`config.mk`:
```
export PLATFORM = sky130hd
export DESIGN_NAME = elastic_pipe_chain
export DESIGN_NICKNAME = d
export VERILOG_FILES = /design/src/rtl/pipe_pkg.sv /design/src/rtl/elastic_pipe_stage.sv /design/src/rtl/elastic_pipe_chain.sv
export SDC_FILE = /design/constraint.sdc
export NUM_CORES = 1
export LEC_CHECK = 0
export CORE_ASPECT_RATIO = 1.25
export CORE_MARGIN = 2
export CORE_UTILIZATION = 40
export CTS_BUF_LIST = sky130_fd_sc_hd__clkbuf_4
export DETAILED_ROUTE_END_ITERATION = 8
export GPL_TIMING_DRIVEN = 0
export PLACE_DENSITY = 0.67
export SLEW_MARGIN = 10
export SYNTH_ARGS = -nofsm -noshare
export SYNTH_HDL_FRONTEND = slang
export SYNTH_HIERARCHICAL = 1
export SYNTH_SLANG_ARGS = --single-unit
```
`constraint.sdc`:
```
create_clock -name clk -period 2.2 [get_ports clk]
set_input_delay 0.22 -clock clk [delete_from_list [all_inputs] [get_ports clk]]
set_output_delay 0.22 -clock clk [all_outputs]
set_load 0.02 [all_outputs]
```
`src/rtl/pipe_pkg.sv`:
```
// rtl/pipe_pkg.sv - shared constants, occupancy width helper and control typedef for the elastic pipe chain
package pipe_pkg;

    localparam int MAX_PIPE_DEPTH = 16;

    typedef struct packed {
        logic valid;
        logic flush;
        logic ready;
    } pipe_stage_ctrl_t;

    // Room for 0..DEPTH stage entries plus one skid entry.
    function automatic int clog2_occ(input int depth);
        return $clog2(depth + 2);
    endfunction

endpackage

```
`src/rtl/elastic_pipe_stage.sv`:
```
// rtl/elastic_pipe_stage.sv - one elastic register stage holding a valid bit and a payload word
module elastic_pipe_stage
    import pipe_pkg::*;
#(
    parameter int WIDTH      = 32,
    parameter bit FLUSH_ZERO = 1'b1
) (
    input  logic             clk,
    input  logic             reset,
    input  logic             uv,
    input  logic [WIDTH-1:0] up_data,
    input  logic             rdy,
    input  logic             flush,
    output logic             valid_q,
    output logic [WIDTH-1:0] data_q,
    output logic             valid_d
);
    logic [WIDTH-1:0] data_d;

    // A flushed stage always sees rdy=1, so the hold branch never carries killed content.
    always_comb begin
        valid_d = valid_q;
        data_d  = data_q;
        if (rdy) begin
            valid_d = uv;
            if (uv) begin
                data_d = up_data;
            end else if (flush && FLUSH_ZERO) begin
                data_d = '0;
            end
        end
    end

    always_ff @(posedge clk) begin
        if (reset) begin
            valid_q <= 1'b0;
            data_q  <= '0;
        end else begin
            valid_q <= valid_d;
            data_q  <= data_d;
        end
    end

endmodule

```
`src/rtl/elastic_pipe_chain.sv`:
```
// rtl/elastic_pipe_chain.sv - DEPTH-stage elastic valid/ready pipeline with per-stage flush and occupancy
// Optional ELASTIC_PIPE_SKID_EN adds a one-entry skid register that makes in_ready registered.
module elastic_pipe_chain
    import pipe_pkg::*;
#(
    parameter int WIDTH      = 32,
    parameter int DEPTH      = 4,
    parameter int FLUSH_ZERO = 1
) (
    input  logic                        clk,
    input  logic                        reset,
    input  logic                        in_valid,
    output logic                        in_ready,
    input  logic [WIDTH-1:0]            in_data,
    output logic                        out_valid,
    input  logic                        out_ready,
    output logic [WIDTH-1:0]            out_data,
    input  logic [DEPTH-1:0]            flush,
    output logic [DEPTH-1:0]            stage_valid,
    output logic [clog2_occ(DEPTH)-1:0] occupancy
);
    localparam int OCC_W = clog2_occ(DEPTH);

    logic [DEPTH-1:0] valid_vec;
    logic [DEPTH-1:0] valid_nxt;
    logic [DEPTH-1:0] ev;
    logic [DEPTH-1:0] rdy;
    logic [DEPTH-1:0] uv;
    logic [WIDTH-1:0] up_data    [DEPTH];
    logic [WIDTH-1:0] stage_data [DEPTH];
    logic             src_valid;
    logic [WIDTH-1:0] src_data;
    logic             skid_cnt;
    logic [OCC_W-1:0] occupancy_q;
    logic [OCC_W-1:0] occupancy_d;

    assign ev = valid_vec & ~flush;

    // Empty or flushed stages pass ready through, so bubbles collapse.
    always_comb begin : ready_chain
        logic r;
        r            = ~ev[DEPTH-1] | out_ready;
        rdy          = '0;
        rdy[DEPTH-1] = r;
        for (int i = DEPTH - 2; i >= 0; i--) begin
            r      = ~ev[i] | r;
            rdy[i] = r;
        end
    end

    always_comb begin
        uv         = '0;
        uv[0]      = src_valid;
        up_data[0] = src_data;
        for (int i = 1; i < DEPTH; i++) begin
            uv[i]      = ev[i-1];
            up_data[i] = stage_data[i-1];
        end
    end

`ifdef ELASTIC_PIPE_SKID_EN
    logic             skid_full_q;
    logic             skid_full_d;
    logic [WIDTH-1:0] skid_data_q;
    logic [WIDTH-1:0] skid_data_d;
    logic             in_fire;

    assign in_ready  = ~skid_full_q & ~reset;
    assign in_fire   = in_valid & in_ready;
    assign src_valid = skid_full_q | in_valid;
    assign src_data  = skid_full_q ? skid_data_q : in_data;
    assign skid_cnt  = skid_full_d;

    // The skid word is older than anything on in_data, so it drains first.
    always_comb begin
        skid_full_d = skid_full_q;
        skid_data_d = skid_data_q;
        if (skid_full_q) begin
            if (rdy[0]) begin
                skid_full_d = 1'b0;
            end
        end else if (in_fire && !rdy[0]) begin
            skid_full_d = 1'b1;
            skid_data_d = in_data;
        end
    end

    always_ff @(posedge clk) begin
        if (reset) begin
            skid_full_q <= 1'b0;
            skid_data_q <= '0;
        end else begin
            skid_full_q <= skid_full_d;
            skid_data_q <= skid_data_d;
        end
    end
`else
    assign in_ready  = rdy[0] & ~reset;
    assign src_valid = in_valid;
    assign src_data  = in_data;
    assign skid_cnt  = 1'b0;
`endif

    for (genvar g = 0; g < DEPTH; g++) begin : g_stage
        elastic_pipe_stage #(
            .WIDTH      (WIDTH),
            .FLUSH_ZERO (FLUSH_ZERO != 0)
        ) u_stage (
            .clk     (clk),
            .reset   (reset),
            .uv      (uv[g]),
            .up_data (up_data[g]),
            .rdy     (rdy[g]),
            .flush   (flush[g]),
            .valid_q (valid_vec[g]),
            .data_q  (stage_data[g]),
            .valid_d (valid_nxt[g])
        );
    end

    // Counting next-state valids keeps the registered count aligned with stage_valid.
    always_comb begin
        occupancy_d = OCC_W'(skid_cnt);
        for (int i = 0; i < DEPTH; i++) begin
            occupancy_d = occupancy_d + OCC_W'(valid_nxt[i]);
        end
    end

    always_ff @(posedge clk) begin
        if (reset) begin
            occupancy_q <= '0;
        end else begin
            occupancy_q <= occupancy_d;
        end
    end

    assign out_valid   = ev[DEPTH-1];
    assign out_data    = stage_data[DEPTH-1];
    assign stage_valid = valid_vec;
    assign occupancy   = occupancy_q;

endmodule

```
==> out/summary.txt <==
Status - finished with violations
Violated checks - setup timing
Top cells by area, synth - dfxtp_1 40%, o32ai_2 29%, nand2b_1 12%, inv_1 7.4%, buf_6 4.6%
Number of antenna violations at the first check in global routing - 0
Synth Net Count - 656
Asr flop ratio synth - 0
Multiplexer share of the synthesized area - 0
Nets - 760
Post-synth top area share - 0.398
Clk slew on worst S/H paths - 0.12 ns
Post-Synth Adder-Cell Area - 0.00663
WS Path Type - flip-flop to flip-flop
Worst setup SP type - flip-flop
Seq/Total Area, Yosys - 0.398
Drt wl/cell - 14.3 um
F_max - 427 MHz
Die span in x - 121 um
CTS Sinks - 135
Worst-Skew Late Latency - 0.51 ns
Slowest-stage cell, CP - fa_1
CORE AREA - 16,700 um2
Detailed Route WL - 13,500 um
Worst-Margin Slew - 0.603 ns
DP Wirelength - 10000 um
DR vias - 4,412
Fin worst setup slack - -0.140 ns
Grt ovf - 0
Unrepaired setup endpoints after global routing - true
XOR/XNOR share of the synthesized area - 0
Max rail drop VDD - 0.262 mV
Largest family of logic cells by synthesized area - compound AO/OA/AOI/OAI gates
Max-Slew Margin vs Limit - 0.597
Fillers - 1,536
Routed vias/inst - 4.64
Final worst path period share - 1.06
Pwr/cell area - 540 nW/um2
Minimum clock period - 2.34 ns
Io pins - 81
First-pass GRT wire length - 23,200 um
Final Max Slew Viols - 0
Largest net degree at the start of global routing - 17
Synth Instances - 613
Crit path DAT - 2.71 ns
Crit Path Max Fanout - 3
Total CTS buffers - 17
Hold_buf cts - 0
Max_cap viols - 0
Simple-gate portion of the synthesized area - 0.144
Place WS - -0.764 ns
TritonCTS clock tree - done
GRT Total Usage - 0.157
Cell Rows - 53
Leakage - 0.00264 uW
Max incr delay on CP - 0.57 ns
Final Hold Fails - 0
Critical path capture point type - flip-flop
Final setup vio count - 2
Most common library cells after synthesis - 135 x dfxtp_1, 134 x inv_1, 132 x nand2b_1, 120 x o32ai_2, 28 x buf_6
Total power after layout - 4460 uW
Post-synth EDFFs - 0
Antenna cells - 0
Final ANT Viol Nets - 0
Final setup TNS - -0.223 ns
Port-buffer cells - 80
Family with the most delay on the worst path - adder cells
Initial DRC Count - 157
Starting Density - 0.406
Leading area contributor after synthesis - dfxtp_1
DRT Pass-1 Iters - 4
Compound-Gate Fraction of Synth Area - 0.311
Synth unique cells - 20
DR DRC count - 0
Clock Skew - 0.0140 ns
Required time worst endpoint - 2.57 ns
Avg Cell Area, Syn - 11.1 um2
Root Buffer - clkbuf_4
Most frequent cell after synthesis - dfxtp_1
Clock buffer depth - 2
Gp weighted congestion - 0.745
Area added between synthesis and finish - 21.4%
Layout cells sized above 1 - 0.305
Critical-path cell list - nor3b_4, buf_6, inv_8, nand2b_4, nand2_2, inv_2, fa_1, inv_2, ha_4, ha_4, nor2b_1
Min-Delay Path Class - input port to flip-flop
Die Span Y - 150 um
Vias in the first global route - 4,784
Post-Syn Area - 6790 um2
Main synth FF type - dfxtp_1
CP Buf/Inv Count - 4
CTS H-tree lvls - 4
Yosys reg bits - 135
Yosys warnings - 6
Die area - 18,000 um2
[metal layers]
layer	wire length, um	up-vias	global-route usage
li1	-	2291	-
met1	6400	2045	0.199
met2	6610	66	0.269
met3	376	10	0.0290
met4	161	0	0.0500
met5	0	-	0
[path summary, 6_finish.rpt]
kind	slack (ns)	endpoint	depth (start not counted)	start
min	0.29	g_stage[0].u_stage/data_q[6]$_SDFFE_PP0P_	3	in_data[6]
min reg2reg	0.49	g_stage[2].u_stage/data_q[28]$_SDFFE_PP0P_	2	g_stage[1].u_stage/data_q[28]$_SDFFE_PP0P_
max reg2reg	-0.14	occupancy[1]$_SDFF_PP0_	11	g_stage[3].u_stage/valid_q$_SDFF_PP0_
max	-0.14	occupancy[1]$_SDFF_PP0_	11	g_stage[3].u_stage/valid_q$_SDFF_PP0_
[area by class of cell]
cell class	count	area, um2	area share
Multi-Input combinational cell	292	3230	0.391
Clock buffer	20	150	0.0182
Timing Repair Buffer	88	867	0.105
Inverter	134	510	0.0619
Tap cell	220	275	0.0334
Clock inverter	12	86.3	0.0105
Sequential cell	135	2710	0.329
Buffer	49	417	0.0505
[metrics by stage]
step | instance area (um2) | utilization | cells | hold WS (ns)
after detailed placement | 7910 | 0.473 | 913 | 0.471
after floorplan | 6830 | - | 613 | 0.292
final | 8240 | 0.493 | 950 | 0.286
after global routing | 8240 | 0.493 | 950 | 0.244
after global placement | 7910 | 0.473 | 913 | 0.468
after CTS | 8210 | 0.491 | 949 | 0.223
[flip-flops by register name (all words and copies together) (netlist names)]
name                     cells
g_stage.u_stage/data_q     128
occupancy                    3
g_stage.u_stage/valid_q      4
[worst register-to-register path: stages, from the launching register on]
cell	delay, ns
dfxtp_4	0.36
nor3b_4	0.31
buf_6	0.17
inv_8	0.04
nand2b_4	0.13
nand2_2	0.06
inv_2	0.05
fa_1	0.57
inv_2	0.05
ha_4	0.16
ha_4	0.20
nor2b_1	0.12
[timing repair]
item                       CTS  global route
pin swaps                    5             3
buffers inserted             7             1
setup endpoints to repair    4             3
resized for setup           12             7
[kinds of logic (layout without fill, tap and decap cells)]
family	Yosys count	after routing
adders and majority gates	3	3
DFF	135	135
and+or+nand+nor	152	152
buffers and inverters	186	303
AOI/OAI and AO/OA	137	137
[cell usage in the layout, fill, tap and decap left out, types with 2 or more instances in the layout]
master	netlist	final
nand2_4	4	3
o21a_4	4	4
a21oi_1	4	4
nand2_2	0	2
buf_6	28	27
clkinv_2	0	5
o32ai_2	120	120
buf_4	12	18
dfxtp_1	135	131
nor2b_1	6	4
nand2_8	0	2
nand2_1	6	3
clkinv_1	0	4
nand2b_1	132	129
inv_2	0	3
nand2b_4	0	3
clkbuf_1	12	12
dfxtp_4	0	2
clkbuf_4	0	20
inv_1	134	130
dfxtp_2	0	2
ha_4	0	2
clkdlybuf4s50_1	0	79
o32ai_1	8	8
[report_power, final]
group	internal, uW	total [uW]	switching (uW)
Clock	575	1440	860
Combinational	254	517	263
Sequential	2480	2500	23.3
Total	3310	4460	1150
Power figures use the tool's default switching activity.
